[config.mk]
export PLATFORM = sky130hd
export DESIGN_NAME = pipe_hazard_ctrl
export DESIGN_NICKNAME = d
export VERILOG_FILES = /design/src/rtl/pipe_hazard_ctrl.sv
export SDC_FILE = /design/constraint.sdc
export NUM_CORES = 1
export LEC_CHECK = 0
export ABC_AREA = 1
export BUFFER_PORTS_ARGS = -buffer_cell sky130_fd_sc_hd__buf_2
export CAP_MARGIN = 20
export CORE_UTILIZATION = 60
export CTS_CLUSTER_SIZE = 10
export DETAILED_ROUTE_END_ITERATION = 10
export GPL_ROUTABILITY_DRIVEN = 0
export PLACE_DENSITY = 0.87
export SLEW_MARGIN = 10
export SYNTH_ARGS = -nofsm -noshare
export SYNTH_HDL_FRONTEND = slang
export SYNTH_SLANG_ARGS = --single-unit
[constraint.sdc]
create_clock -name i_clk -period 4.1 [get_ports i_clk]
set_input_delay 0.82 -clock i_clk [delete_from_list [all_inputs] [get_ports i_clk]]
set_output_delay 0.82 -clock i_clk [all_outputs]
set_load 0.01 [all_outputs]
[src/rtl/pipe_hazard_ctrl.sv]
// Pipeline hazard controller: load-use bubbles, LSU-busy stalls and redirect/trap
// flush sequencing, plus a saturating counter of front-end stall cycles.
module pipe_hazard_ctrl #(
  parameter int REG_ADDRW = 5,
  parameter int FLUSH_CYC = 2,
  parameter int CNT_W     = 32
) (
  input  logic                 i_clk,
  input  logic                 i_rst_n,
  input  logic                 i_id_valid,
  input  logic [REG_ADDRW-1:0] i_id_rs1id,
  input  logic [REG_ADDRW-1:0] i_id_rs2id,
  input  logic                 i_id_rs1en,
  input  logic                 i_id_rs2en,
  input  logic                 i_ex_valid,
  input  logic [REG_ADDRW-1:0] i_ex_rdid,
  input  logic                 i_ex_lden,
  input  logic                 i_mem_busy,
  input  logic                 i_redirect,
  input  logic                 i_trap,
  input  logic                 i_cnt_clr,
  output logic                 o_if_stall,
  output logic                 o_id_stall,
  output logic                 o_ex_stall,
  output logic                 o_idex_bubble,
  output logic                 o_flush,
  output logic [1:0]           o_state,
  output logic [CNT_W-1:0]     o_stall_cnt
);

  // state      | meaning
  // S_RUN      | normal issue; resolves flush, mem stall and load-use
  // S_MEM_WAIT | LSU busy, whole front end held; flush requests deferred
  // S_FLUSH    | remaining flush cycles after the redirect/trap cycle
  localparam logic [1:0] S_RUN      = 2'd0;
  localparam logic [1:0] S_MEM_WAIT = 2'd1;
  localparam logic [1:0] S_FLUSH    = 2'd2;

  localparam logic [3:0] FLUSH_LOAD = 4'(FLUSH_CYC - 1);
  localparam logic [1:0] S_AFTER_EV = (FLUSH_CYC > 1) ? S_FLUSH : S_RUN;

  logic [1:0]       r_state;
  logic [3:0]       r_fcnt;
  logic             r_pend;
  logic [CNT_W-1:0] r_stall_cnt;

  logic [1:0] w_state_nxt;
  logic [3:0] w_fcnt_nxt;
  logic       w_pend_nxt;
  logic       w_load_use;
  logic       w_ev;
  logic       w_if_stall;
  logic       w_id_stall;
  logic       w_ex_stall;
  logic       w_bubble;
  logic       w_flush;

  assign w_load_use = i_id_valid & i_ex_valid & i_ex_lden & (i_ex_rdid != '0) &
                      ((i_id_rs1en & (i_id_rs1id == i_ex_rdid)) |
                       (i_id_rs2en & (i_id_rs2id == i_ex_rdid)));
  assign w_ev = i_trap | i_redirect;

  always_comb begin
    w_state_nxt = r_state;
    w_fcnt_nxt  = r_fcnt;
    w_pend_nxt  = r_pend;
    w_if_stall  = 1'b0;
    w_id_stall  = 1'b0;
    w_ex_stall  = 1'b0;
    w_bubble    = 1'b0;
    w_flush     = 1'b0;
    case (r_state)
      S_RUN: begin
        if (w_ev | r_pend) begin
          w_flush     = 1'b1;
          w_fcnt_nxt  = FLUSH_LOAD;
          w_pend_nxt  = 1'b0;
          w_state_nxt = S_AFTER_EV;
        end else if (i_mem_busy) begin
          w_if_stall  = 1'b1;
          w_id_stall  = 1'b1;
          w_ex_stall  = 1'b1;
          w_state_nxt = S_MEM_WAIT;
        end else if (w_load_use) begin
          w_if_stall = 1'b1;
          w_id_stall = 1'b1;
          w_bubble   = 1'b1;
        end
      end
      S_MEM_WAIT: begin
        // Flushing here would discard the access still in flight; remember it instead.
        if (w_ev) w_pend_nxt = 1'b1;
        if (i_mem_busy) begin
          w_if_stall = 1'b1;
          w_id_stall = 1'b1;
          w_ex_stall = 1'b1;
        end else begin
          w_state_nxt = S_RUN;
        end
      end
      S_FLUSH: begin
        w_flush = 1'b1;
        if (w_ev) begin
          w_fcnt_nxt = FLUSH_LOAD;
        end else if (r_fcnt <= 4'd1) begin
          w_fcnt_nxt  = 4'd0;
          w_state_nxt = S_RUN;
        end else begin
          w_fcnt_nxt = r_fcnt - 4'd1;
        end
      end
      default: begin
        w_state_nxt = S_RUN;
        w_fcnt_nxt  = 4'd0;
      end
    endcase
  end

  always_ff @(posedge i_clk or negedge i_rst_n) begin
    if (!i_rst_n) begin
      r_state <= S_RUN;
      r_fcnt  <= 4'd0;
      r_pend  <= 1'b0;
    end else begin
      r_state <= w_state_nxt;
      r_fcnt  <= w_fcnt_nxt;
      r_pend  <= w_pend_nxt;
    end
  end

  always_ff @(posedge i_clk or negedge i_rst_n) begin
    if (!i_rst_n) begin
      r_stall_cnt <= '0;
    end else if (i_cnt_clr) begin
      r_stall_cnt <= '0;
    end else if (w_if_stall && !(&r_stall_cnt)) begin
      r_stall_cnt <= r_stall_cnt + 1'b1;
    end
  end

  assign o_if_stall    = w_if_stall;
  assign o_id_stall    = w_id_stall;
  assign o_ex_stall    = w_ex_stall;
  assign o_idex_bubble = w_bubble;
  assign o_flush       = w_flush;
  assign o_state       = r_state;
  assign o_stall_cnt   = r_stall_cnt;

endmodule

==> impl_metrics.env <==
export IMPL_status="complete, no violations"
export IMPL_grt_overflow=0
export IMPL_fp_dieArea_sq_um=5330
export IMPL_syn_nets=489
export IMPL_die_height_um=73.0
export IMPL_cts_num_sinks=39
export IMPL_netlist_instances=460
export IMPL_ys_seq_elements=39
export IMPL_track_usage=0.292
export IMPL_p_leak_uw=0.00176
export IMPL_fill_cells=413
export IMPL_tritoncts="yes"
export IMPL_cp_max_fo=3
export IMPL_initial_utilization=0.632
export IMPL_multi_input_area_sq_um=1700
export IMPL_yosysWarnings=0
export IMPL_avgSynthCellArea_sq_um=6.57
export IMPL_drt_first_iter_violations=201
export IMPL_cts_resized=0
export IMPL_portBuffers=64
export IMPL_setup_viol=0
export IMPL_drt_antenna_violating_nets=0
export IMPL_root_buffer="clkbuf_8"
export IMPL_finalCritPeriodShare=0.675
export IMPL_cp_required_ps=3280
export IMPL_drv_slew=0
export IMPL_hold_violations=0
export IMPL_die_x_um=73.0
export IMPL_reg2reg_depth=10
export IMPL_skew_ps=5.68
export IMPL_area_delta_synth_final_pct=11.7
export IMPL_dp_hpwl_um=5220
export IMPL_synthArstFlopShare=1.00
export IMPL_cts_setup_buffers=0
export IMPL_r2r_slack_ps=1670
export IMPL_seq_area_frac_synth=0.323
export IMPL_timing_fmax_ghz=0.361
export IMPL_maxCapViolCount=0
export IMPL_pin_count=65
export IMPL_drcViolationCount=0
export IMPL_mostFrequentLayoutCells="165 x nand2_1, 76 x nor2_1, 64 x buf_2"
export IMPL_drtPass1Iterations=5
export IMPL_met1_usage=0.374
export IMPL_core_area_sq_um=4790
export IMPL_final_common_cell="nand2_1"
export IMPL_min_delay_path_depth=2
export IMPL_cts_htree_levels=2
export IMPL_hold_buffers=0
export IMPL_path_clk_slew_ps=70
export IMPL_synth_edff_count=0
export IMPL_fp_row_count=25
export IMPL_grt_use_met3=0.0497
export IMPL_ys_types=29
export IMPL_wire_per_inst_um=12.3
export IMPL_worstSkewPairLatency_ps=300
export IMPL_cts_buffer_depth=2
export IMPL_final_min_clock_period_ps=2770
export IMPL_dp_cells=576
export IMPL_antenna_found_initial=0
export IMPL_grtUsageMet2=0.481
export IMPL_max_vdd_ir_drop_v=0.000233
export IMPL_critPathCaptureType="output pin"
export IMPL_via_per_inst=5.25
export IMPL_ff_latch_area_sq_um=976
export IMPL_synth_top_flop_cell="dfrtp_1"
export IMPL_grt_start_max_net_pins=40
export IMPL_tns_ps=0
export IMPL_grt_pass1_wl_um=12200
export IMPL_crit_type="primary input to output pin"
export IMPL_final_cells=585
export IMPL_drive_above_1_share=0.166
export IMPL_drt_total_wl_um=7200
export IMPL_tightest_slew_ps=857
export IMPL_grt_pass1_vias=2824
export IMPL_finalNetCount=546
export IMPL_antenna_cells=0
export IMPL_vias=3074
export IMPL_pwr_density_cell_nw_per_um2=267
export IMPL_cts_buffers=5
export IMPL_start_kind="primary input"
export IMPL_rsz0062_at_grt="false"
export IMPL_netlist_area_sq_um=3020
export IMPL_busiest_layer="met2"
export IMPL_slew_limit_headroom=0.428
export IMPL_crit_arrival_ps=1950
export IMPL_hp_class="flop to flop"
[path summary, 6_finish.rpt]
kind                                 from         endpoint
setup / recovery               i_redirect       o_id_stall
hold / removal                  r_fcnt[3]        r_fcnt[3]
setup reg to reg           o_stall_cnt[0]  o_stall_cnt[16]
hold reg to reg                 r_fcnt[3]        r_fcnt[3]
max in group asynchronous         i_rst_n   o_stall_cnt[2]
min in group asynchronous         i_rst_n  o_stall_cnt[25]
[critical path, stage by stage]
cell and delay [ps]:
buf_2 100, nor2_1 130, inv_1 80, nor2_1 160
nand2_1 120, nand2_1 130, a21boi_0 230, buf_2 170
[metal layers]
| layer | wire [um] | part of all wire |
|---|---|---|
| met1 | 3250 | 0.45 |
| met2 | 3370 | 0.47 |
| met3 | 406 | 0.056 |
| met4 | 178 | 0.025 |
| met5 | 0 | 0 |
[power by group]
group	internal, uW	switching, uW	leakage (uW)
Clock	154	133	0.0000515
Sequential	405	24.2	0.000535
Combinational	67.1	120	0.00117
Total	626	277	0.00176
[sequential cells by signal, indices dropped and copies added (netlist names)]
name and count:
r_fcnt 4, r_pend 1, o_state 2, o_stall_cnt 32
[cells by family (layout without fill, tap and decap cells)]
| kind of cell | count (synthesis) | after routing | synth area share |
|---|---|---|---|
| AOI/OAI and AO/OA | 8 | 8 | 0.0157 |
| xor gates and xnor gates | 26 | 26 | 0.0753 |
| adders and majority gates | 3 | 3 | 0.0124 |
| buffers and inverters | 61 | 119 | 0.116 |
| DFF | 39 | 39 | 0.323 |
| and+or+nand+nor | 323 | 323 | 0.457 |
[stage by stage]
stage | hold WS [ps] | total power [uW] | worst slack (ps) | instance area [sq um] | util
6_report | 558 | 903 | 1330 | 3380 | 0.705
3_3_place_gp | 528 | 608 | 1420 | 3250 | 0.679
4_1_cts | 545 | 902 | 1330 | 3350 | 0.700
5_1_grt | 604 | 948 | 1110 | 3380 | 0.705
2_1_floorplan | 495 | 571 | 1350 | 3020 | -
3_5_place_dp | 526 | 616 | 1320 | 3250 | 0.679
[cell type report]
type	instances	area share
clock buffer	8	0.0297
multi-input combinational	360	0.502
inverter	46	0.0511
timing repair buffer	65	0.103
tap	67	0.0248
sequential	39	0.289
[synth_stat cells, types with 3 or more instances]
library cell  number  area share
xnor2_1            7       0.020
nand2_1          165        0.20
xor2_1            19       0.055
clkbuf_8           6       0.027
nand3_1           45       0.075
nor3_1            18       0.030
o21ai_0            4      0.0066
buf_6              7       0.026
ha_1               3       0.012
dfrtp_1           39        0.32
nor2_2             3      0.0062
nand4_1            5       0.010
nor2_1            76       0.094
inv_1             45       0.056
No activity file was read; power rests on OpenSTA's default activity.
